File: config.mk
export PLATFORM = sky130hd
export DESIGN_NAME = dac_ramp_source
export DESIGN_NICKNAME = d
export VERILOG_FILES = /design/src/rtl/dac_ramp_source.sv
export SDC_FILE = /design/constraint.sdc
export NUM_CORES = 1
export LEC_CHECK = 0
export BUFFER_PORTS_ARGS = -buffer_cell sky130_fd_sc_hd__buf_2
export CAP_MARGIN = 20
export CORE_MARGIN = 2
export CORE_UTILIZATION = 40
export CTS_CLUSTER_DIAMETER = 30
export DETAILED_ROUTE_END_ITERATION = 10
export GPL_ROUTABILITY_DRIVEN = 0
export HOLD_SLACK_MARGIN = 0.12
export PLACE_DENSITY = 0.68
export SETUP_SLACK_MARGIN = 0.4
export SKIP_CTS_REPAIR_TIMING = 1
export SYNTH_ARGS = -nofsm -noshare
export SYNTH_HDL_FRONTEND = slang
export SYNTH_SLANG_ARGS = --single-unit
File: constraint.sdc
create_clock -name csi_clk -period 6.7 [get_ports csi_clk]
set_input_delay 1.34 -clock csi_clk [delete_from_list [all_inputs] [get_ports csi_clk]]
set_output_delay 1.34 -clock csi_clk [all_outputs]
set_load 0.005 [all_outputs]
File: src/rtl/dac_ramp_source.sv
// Test-pattern source for the AD56x3 DAC driver: channel A sawtooth, channel B
// triangle, one A/B sample pair per UPDATE_DIV clocks over an Avalon-ST source.
module dac_ramp_source #(
    parameter int    DATA_WIDTH    = 14,
    parameter string SIGN_A        = "UNSIGNED",
    parameter string SIGN_B        = "UNSIGNED",
    parameter int    INCREASE_RATE = 1,
    parameter int    UPDATE_DIV    = 100
) (
    input  logic                  csi_clk,
    input  logic                  rsi_reset,
    input  logic                  coe_genEnable,
    output logic                  aso_gen_valid,
    output logic                  aso_gen_channel,
    output logic [DATA_WIDTH-1:0] aso_gen_data,
    input  logic                  aso_gen_ready,
    output logic                  coe_genOverrun
);

    localparam int W     = DATA_WIDTH;
    localparam int DIV_W = $clog2(UPDATE_DIV);

    localparam logic [DIV_W-1:0] DIV_RELOAD = DIV_W'(UPDATE_DIV - 1);
    localparam logic [W:0]       STEP_X     = (W+1)'(INCREASE_RATE);
    localparam logic [W:0]       MAX_X      = {1'b0, {W{1'b1}}};
    localparam logic [W-1:0]     SIGN_FLIP  = {1'b1, {(W-1){1'b0}}};
    localparam bit               SIGNED_A   = (SIGN_A == "SIGNED");
    localparam bit               SIGNED_B   = (SIGN_B == "SIGNED");

    typedef enum logic [1:0] {
        ST_WAIT,
        ST_SEND_A,
        ST_SEND_B
    } state_t;

    state_t           state;
    state_t           state_next;
    logic [DIV_W-1:0] div_cnt;
    logic             tick;
    logic [W-1:0]     acc_a;
    logic [W-1:0]     acc_b;
    logic             dir_down;
    logic             pair_done;
    logic [W:0]       acc_b_up;
    logic [W-1:0]     code_a;
    logic [W-1:0]     code_b;

    assign tick     = (div_cnt == '0);
    assign acc_b_up = {1'b0, acc_b} + STEP_X;

    // Signed coding is offset binary: flipping the MSB maps 0 to -2^(W-1).
    assign code_a = SIGNED_A ? (acc_a ^ SIGN_FLIP) : acc_a;
    assign code_b = SIGNED_B ? (acc_b ^ SIGN_FLIP) : acc_b;

    // NOTE: sequential state uses non-blocking assignments so every register
    // samples the values from before the edge, independent of block order.
    always_ff @(posedge csi_clk) begin
        if (rsi_reset || tick) begin
            div_cnt <= DIV_RELOAD;
        end else begin
            div_cnt <= div_cnt - 1'b1;
        end
    end

    always_ff @(posedge csi_clk) begin
        if (rsi_reset) begin
            state <= ST_WAIT;
        end else begin
            state <= state_next;
        end
    end

    // NOTE: every output of this block is given a default first, so no path
    // leaves a signal unassigned and no latch is inferred.
    always_comb begin
        state_next      = state;
        aso_gen_valid   = 1'b0;
        aso_gen_channel = 1'b0;
        aso_gen_data    = '0;
        pair_done       = 1'b0;
        case (state)
            ST_WAIT: begin
                if (tick && coe_genEnable) begin
                    state_next = ST_SEND_A;
                end
            end
            ST_SEND_A: begin
                aso_gen_valid = 1'b1;
                aso_gen_data  = code_a;
                if (aso_gen_ready) begin
                    state_next = ST_SEND_B;
                end
            end
            ST_SEND_B: begin
                aso_gen_valid   = 1'b1;
                aso_gen_channel = 1'b1;
                aso_gen_data    = code_b;
                if (aso_gen_ready) begin
                    state_next = ST_WAIT;
                    pair_done  = 1'b1;
                end
            end
            default: state_next = ST_WAIT;
        endcase
    end

    // Ramps advance only once the whole pair has been accepted downstream.
    always_ff @(posedge csi_clk) begin
        if (rsi_reset) begin
            acc_a    <= '0;
            acc_b    <= '0;
            dir_down <= 1'b0;
        end else if (pair_done) begin
            acc_a <= acc_a + STEP_X[W-1:0];
            if (!dir_down) begin
                if (acc_b_up >= MAX_X) begin
                    acc_b    <= MAX_X[W-1:0];
                    dir_down <= 1'b1;
                end else begin
                    acc_b <= acc_b_up[W-1:0];
                end
            end else begin
                if ({1'b0, acc_b} <= STEP_X) begin
                    acc_b    <= '0;
                    dir_down <= 1'b0;
                end else begin
                    acc_b <= acc_b - STEP_X[W-1:0];
                end
            end
        end
    end

    always_ff @(posedge csi_clk) begin
        if (rsi_reset) begin
            coe_genOverrun <= 1'b0;
        end else if (tick && (state != ST_WAIT)) begin
            coe_genOverrun <= 1'b1;
        end
    end

endmodule

# --- After elaboration in Yosys (flattened, before gate mapping) ---
# Cells that the tools add are included.
op_classes:
  mux: 15
  order_cmp: 2
  reduce_logical: 8
  addsub: 4
  eq_ne: 5
op_table:
  columns: ["op", "n"]
  rows:
  - ["14-bit 2-to-1 mux", 3]
  - ["14-bit one-hot mux with 2 select lines", 1]
  - ["14-bit by 1-bit adder with 15-bit output, second input constant", 1]
  - ["15-bit by 14-bit greater-or-equal comparator with 1-bit output, second input constant", 1]
  - ["14-bit by 1-bit adder with 14-bit output, second input constant", 1]
  - ["14-bit by 1-bit <= comparator with 1-bit output, second input constant", 1]
  - ["14-bit by 1-bit subtractor with 14-bit output, second input constant", 1]
  - ["7-bit zero test", 1]
  - ["1-bit 2-to-1 mux", 7]
  - ["7-bit by 1-bit subtractor with 7-bit output, second input constant", 1]
  - ["2-bit 2-to-1 mux", 3]
  - ["2-bit inequality test, second input constant", 3]
  - ["2-bit one-hot mux with 3 select lines", 1]
  - ["3-bit AND reduction", 1]
  - ["2-bit by 1-bit == test with 1-bit output, second input constant", 1]
  - ["2-bit == test, second input constant", 1]
  - ["1-bit logical AND", 2]
  - ["2-bit zero test", 1]
  - ["2-bit nonzero test", 1]
  - ["2-bit OR reduction", 1]
  - ["1-bit logical OR", 1]
totals:
  in_bits: 4
  reg_bits: 39
  out_inout_bits: 17
  word_cells: 40

# --- Longest topological paths before layout ---
# Gate-level depths: netlist (run 1).
logic_depth:
  depth_word: 4
  depth_mapped: 10
  ltp_nobuf: 8

# --- Worst setup path before layout (run 1) ---
# Ideal clock, no wire load.
synth_timing:
  kind: "flip-flop to output port"
  startpoint: "reg state[0]"
  endpoint: "out aso_gen_data[12]"
  t_arrival_ns: 1.334
  path_slack_ns: 4.026
  path_buffers: 2
  stages_incl_launch_ff: 7
  required_time_ns: 5.360
  path_cell_list: "dfxtp_1 -> inv_1 -> ha_1 -> clkbuf_1 -> clkbuf_1 -> a22oi_1 -> nor2b_1"
synth_between:
  elab_chain_cells: 2
  elab_cells_between_ends: 3
synth_lines:
  columns: ["element", "line_no", "source"]
  rows:
  - ["start: declaration", "36", "state_t state;"]
  - ["start signal: assignment", "69", "state <= state_next;"]
  - ["2-bit == test / 2-bit by 1-bit == test with 1-bit output (equally long branches)", "81", "case (state)"]
  - ["14-bit one-hot mux with 2 select lines (*)", "81", null]
  - ["end: declaration", "15", "output logic [DATA_WIDTH-1:0] aso_gen_data,"]
# Every way passes the cells marked *; elsewhere a longest branch is shown, timed or not.

# --- Worst setup path in the final report (run 1) ---
# Same ends and word-level chain as after synthesis.

==> impl_metrics.yaml, run 1 <==
status:
  outcome: "finished clean"
die:
  die_h_um: 86.0
  die_w_um: 86.0
  die_area_um2: 7390
  initial_core_util_pct: 41.8
  io_pins: 21
  core_area_um2: 6420
  rows: 29
worst_setup_path:
  worstPathRequired_ns: 5.36
  path_max_fanout: 18
  critPathKind: "flip-flop to output pin"
  cp_data_arrival_time_ns: 1.79
  cp-start-kind: "flip-flop"
  worstSetupEndpointType: "output pin"
layout:
  area_growth_syn_to_layout_pct: 6.66
  antenna_cells: 0
  layout_commonest_cell: "nor2_1"
  final_cell_mix: "nor2_1, dfxtp_1, nand2_1"
  drive_gt1_share_pct: 10.3
  fin_nets: 364
logic_synthesis:
  synth_cell_types: 47
  syn_nets: 365
  ys_ff_latch: 39
  synth_edf_count: 0
  yosysWarningCount: 0
  synth_area_per_cell_um2: 7.70
  synth-async-reset-ratio_pct: 0
  ys_seq_area_share_pct: 29.1
  synth_top_flop_cell: "dfxtp_1"
  syn_area_um2: 2690
  netlist_instances: 349
timing:
  relSlewSlack_pct: 39.8
  hold_viol: 0
  finalWorstSetupSlack_ns: 3.57
  rsz0062_at_grt: "false"
  period_needed_ns: 3.13
  maxSlewViolCount: 0
  tightestPinTransition_ns: 0.894
  setup_tns_ns: 0
  fin_crit_sh_pct: 46.7
  setup_viol: 0
  fmax_ghz: 0.319
  finClkSkew_ns: 0.00906
global_route:
  use_met2_pct: 26.8
  grtUsageMet3_pct: 3.46
  grt_max_degree: 35
  grt-busiest-layer: "met2"
  gr-total-overflow: 0
  grt_pass1_vias: 2252
  antenna_found_initial: 0
  grt_pass1_wl_um: 10800
  use_met1_pct: 25.4
  grtUsageTotal_pct: 18.0
route:
  vias_per_cell: 5.65
  drtPass1Iterations: 4
  ant_nets: 0
  wl_um: 6380
  drc: 0
  vias: 2409
  post_drt_wl_per_cell_um: 15.0
  drtIter0Drc: 172
pwr:
  pwr_density_cell_nw_per_um2: 157
  share_comb_of_total_power_pct: 2.6
  p_leak_nw: 1.15
  seq_power_share_pct: 52.4
  sw_frac_of_total_pct: 22.5
  p_int_mw: 0.349
  irDropWorstVdd_uv: 93.3
  fin_total_pwr_mw: 0.451
  p_switching_mw: 0.101
  p_clk_share_pct: 45.0
hold_path:
  hold_class: "flip-flop to flip-flop"
cts:
  clk_pin_slew_ns: 0.08
  cts_max_path_buffers: 2
  cts_tree: "done"
  htree_levels: 2
  clock_sinks: 39
  clock-root-buffer: "clkbuf_8"
  clkLatencyLatePin_ns: 0.30
  cts_buffers: 5
placed_design:
  hpwl_um: 4470
  port_buffers: 20
  place_ws_ns: 3.75
run:
  max_cap_viol_count: 0
## routing by layer
layer	part of all wire [%]	vias to the layer above
li1	-	1215
met1	47	1113
met2	46	67
met3	5.5	14
met4	2.1	0
met5	0	-
## cells by family (layout without fill, tap and decap cells)
logic type,after synthesis,after routing,synth area share (%)
multiplexers,2,2,0.745
AND/OR/NAND/NOR,155,155,29.7
buffers and inverters,43,43,6.94
XOR/XNOR,33,33,10.8
AO/OA/AOI/OAI,65,65,17.2
adder cells (fa/ha/maj),12,12,5.59
flip-flops,39,39,29.1
## critical path, cell delays in order, from the launching register on
cell and delay (ns):
dfxtp_1 0.35, inv_1 0.11, ha_1 0.58, a22oi_1 0.18, nor2b_1 0.15, buf_2 0.13
## state kept, by name (all words and copies together), names as in the netlist
| signal | count |
|---|---|
| div_cnt | 7 |
| acc_a | 14 |
| coe_genOverrun | 1 |
| state | 2 |
| acc_b | 14 |
| dir_down | 1 |
## final timing paths
kind | start | endpoint | slack (ns) | cells past startpoint
min | div_cnt[0] | div_cnt[0] | 0.41 | 1
max reg2reg | acc_b[0] | acc_b[6] | 3.75 | 8
max | state[0] | aso_gen_data[12] | 3.57 | 5
min reg2reg | div_cnt[0] | div_cnt[0] | 0.41 | 1
## synth_stat cells (all sizes together), types with 4 or more instances
master  number  area share (%)
ha          12             5.6
xnor2       13             4.2
xor2        20             6.5
a21oi       10             1.9
clkbuf      20             2.9
o21ai       11             2.2
nor3        23             4.9
nor2        43             6.0
nor4         8             2.4
nand2b       4            0.93
nor2b       14             3.3
and3         7             1.6
dfxtp       39              29
o211ai       7             2.0
nand3       10             1.9
o22ai        4            0.93
buf          8             2.0
a211oi       7             2.0
inv         14             2.0
a22oi       16             4.5
nand2       30             4.2
nand4        8             2.3
## per-stage QoR
step	instances	area (um^2)	hold WS (ns)	utilization, %
floorplan	349	2690	0.372	-
global placement	418	2750	0.386	42.9
detailed placement	418	2750	0.392	42.9
CTS	426	2870	0.413	44.6
global route	426	2870	0.440	44.6
finish	426	2870	0.411	44.6
## layout make-up
| cell class | count | area, um^2 |
|---|---|---|
| clock buffers | 5 | 68.8 |
| clock inverters | 3 | 43.8 |
| fillers | 630 | 3560 |
| inverters | 15 | 56.3 |
| multi-input cells | 267 | 1720 |
| flip-flops and latches | 39 | 781 |
| well taps | 77 | 96.3 |
| repair buffers | 20 | 100 |
## power by group through the flow
stage | clock [mW] | sequential, mW | combinational (mW)
3_5_place_dp | 0 | 0.242 | 0.0118
4_1_cts | 0.206 | 0.236 | 0.0118
6_report | 0.203 | 0.236 | 0.0116
5_1_grt | 0.218 | 0.237 | 0.0133
2_1_floorplan | 0 | 0.241 | 0.00929
3_3_place_gp | 0 | 0.242 | 0.0115
Power figures use the tool's default switching activity.
==> run 2, diff against run 1 <==
- clock period: 6.7 -> 2.9 ns (I/O delays scaled with it)
==> run 2 against run 1 <==
Net effect:
- total power grew 150%
- clock skew grew 0.0014 ns
- via count grew 2.3%
- utilization grew 1.4 points
- first-iteration DRC count grew 1.7%
- critical path depth is the same
- clock-buffer cell count grew 1
- non-clock buffer count grew 8
- global-route usage shrank 0.062 points
- clock power grew to 2.7 times the previous value
- critical endpoint is now aso_gen_data[13]
- highest routed layer unchanged
==> impl_metrics.yaml, run 2 (synthesis results as in run 1) <==
status:
  outcome: "finished clean"
route:
  drtPass1Iterations: 5
  ant_nets: 0
  wl_um: 6520
  post_drt_wl_per_cell_um: 15.0
  vias_per_cell: 5.68
  drtIter0Drc: 175
  drc: 0
  vias: 2465
worst_setup_path:
  regToRegSetupSlack_ns: 0.56
  ff2ff_path_depth: 7
  critPathKind: "flip-flop to output pin"
  worstReg2RegStart: "acc_b[2]"
  cp-start-kind: "flip-flop"
  worstPathRequired_ns: 2.32
  worstSetupEndpointType: "output pin"
  path_max_fanout: 15
  cp_data_arrival_time_ns: 1.77
  worstReg2RegEnd: "acc_b[9]"
cts:
  clock-root-buffer: "clkbuf_8"
  cts_tree: "done"
  cts_buffers: 5
  cts_max_path_buffers: 2
  clkLatencyLatePin_ns: 0.30
  clock_sinks: 39
  htree_levels: 2
  clk_pin_slew_ns: 0.08
global_route:
  grt_pass1_wl_um: 10700
  antenna_found_initial: 0
  grt_max_degree: 35
  grt_pass1_vias: 2192
  grtUsageTotal_pct: 17.9
  gr-total-overflow: 0
layout:
  area_growth_syn_to_layout_pct: 10.1
  fin_nets: 372
  drive_gt1_share_pct: 12.6
  multiInputGateArea_um2: 1730
  layoutNonFillerInstCount: 434
  reg_top3: "acc_a: 14 flops, acc_b: 14 flops, div_cnt: 7 flops"
  layout_commonest_cell: "nor2_1"
  final_cell_mix: "nor2_1, dfxtp_1, nand2_1"
  antenna_cells: 0
  nFillCells: 604
  regArea_um2: 781
pwr:
  fin_total_pwr_mw: 1.12
  p_leak_nw: 1.20
  pwr_density_cell_nw_per_um2: 379
  irDropWorstVdd_uv: 179
timing:
  finClkSkew_ns: 0.0104
  finalWorstSetupSlack_ns: 0.554
  fmax_ghz: 0.426
  maxSlewViolCount: 0
  relSlewSlack_pct: 56.2
  setup_viol: 0
  period_needed_ns: 2.35
  setup_tns_ns: 0
  hold_viol: 0
  tightestPinTransition_ns: 0.658
  fin_crit_sh_pct: 80.9
  rsz0062_at_grt: "true"
placed_design:
  port_buffers: 20
  hpwl_um: 4560
  place_ws_ns: 0.581
  dp_cells: 426
die:
  io_pins: 21
  die_area_um2: 7390
  initial_core_util_pct: 41.8
  die_w_um: 86.0
  core_area_um2: 6420
  die_h_um: 86.0
  rows: 29
hold_path:
  hold_class: "flip-flop to flip-flop"
  hp-start: "div_cnt[0]"
  worstHoldEndpoint: "div_cnt[0]"
  min_path_cells: 1
run:
  max_cap_viol_count: 0
## run 2: cell types whose count changed in the layout (fill, tap and decap cells not counted)
cell and delta:
buf_6 +1, clkinv_2 -1, clkbuf_1 +1, bufinv_16 +1, buf_4 +7, ha_1 -1, a2111oi_2 +1, a2111oi_0 -1
clkinv_4 -1, ha_2 +1
## run 2: layer usage
metal	vias up	GRT usage [%]	wire, um
met5	-	0	0
met4	0	7.36	65
met3	7	4.43	458
met2	78	26.4	2920
met1	1147	24.8	3080
li1	1233	-	-
## run 2: through the flow
step	hold slack, ns	area [um^2]	utilization [%]
floorplan	0.372	2690	-
global placement	0.386	2810	43.8
detailed placement	0.387	2810	43.8
CTS	0.406	2950	45.9
global route	0.431	2960	46.1
finish	0.403	2960	46.1
## run 2: area by class of cell
| type | count | area share (%) |
|---|---|---|
| Tap cell | 77 | 3.26 |
| Clock inverter | 2 | 2.03 |
| Sequential cell | 39 | 26.4 |
| Timing Repair Buffer | 28 | 5.54 |
| Multi-Input combinational cell | 267 | 58.4 |
| Clock buffer | 6 | 2.45 |
| Inverter | 15 | 1.90 |
## run 2: critical path, stage by stage, from the launching register on
cell     delay (ns)
dfxtp_1        0.35
inv_1          0.14
ha_1           0.52
a22oi_1        0.17
nor2b_1        0.16
buf_2          0.14
## run 2: worst max path at each step
| stage | end | slack [ns] | startpoint | depth (start not counted) |
|---|---|---|---|---|
| finish | aso_gen_data[13] | 0.55 | state[1] | 5 |
| global route | acc_b[4] | 0.38 | acc_b[0] | 9 |
| CTS | acc_b[1] | 0.49 | acc_b[1] | 9 |
| detailed placement | acc_b[1] | 0.58 | acc_b[1] | 9 |
| global placement | acc_b[12] | 0.61 | acc_b[4] | 6 |
| floorplan | acc_b[11] | 0.58 | acc_b[0] | 10 |
## run 2: where the power goes
group          internal [mW]  switching [mW]
Sequential             0.541         0.00499
Clock                  0.344           0.202
Combinational        0.00981          0.0180
Total                  0.895           0.225
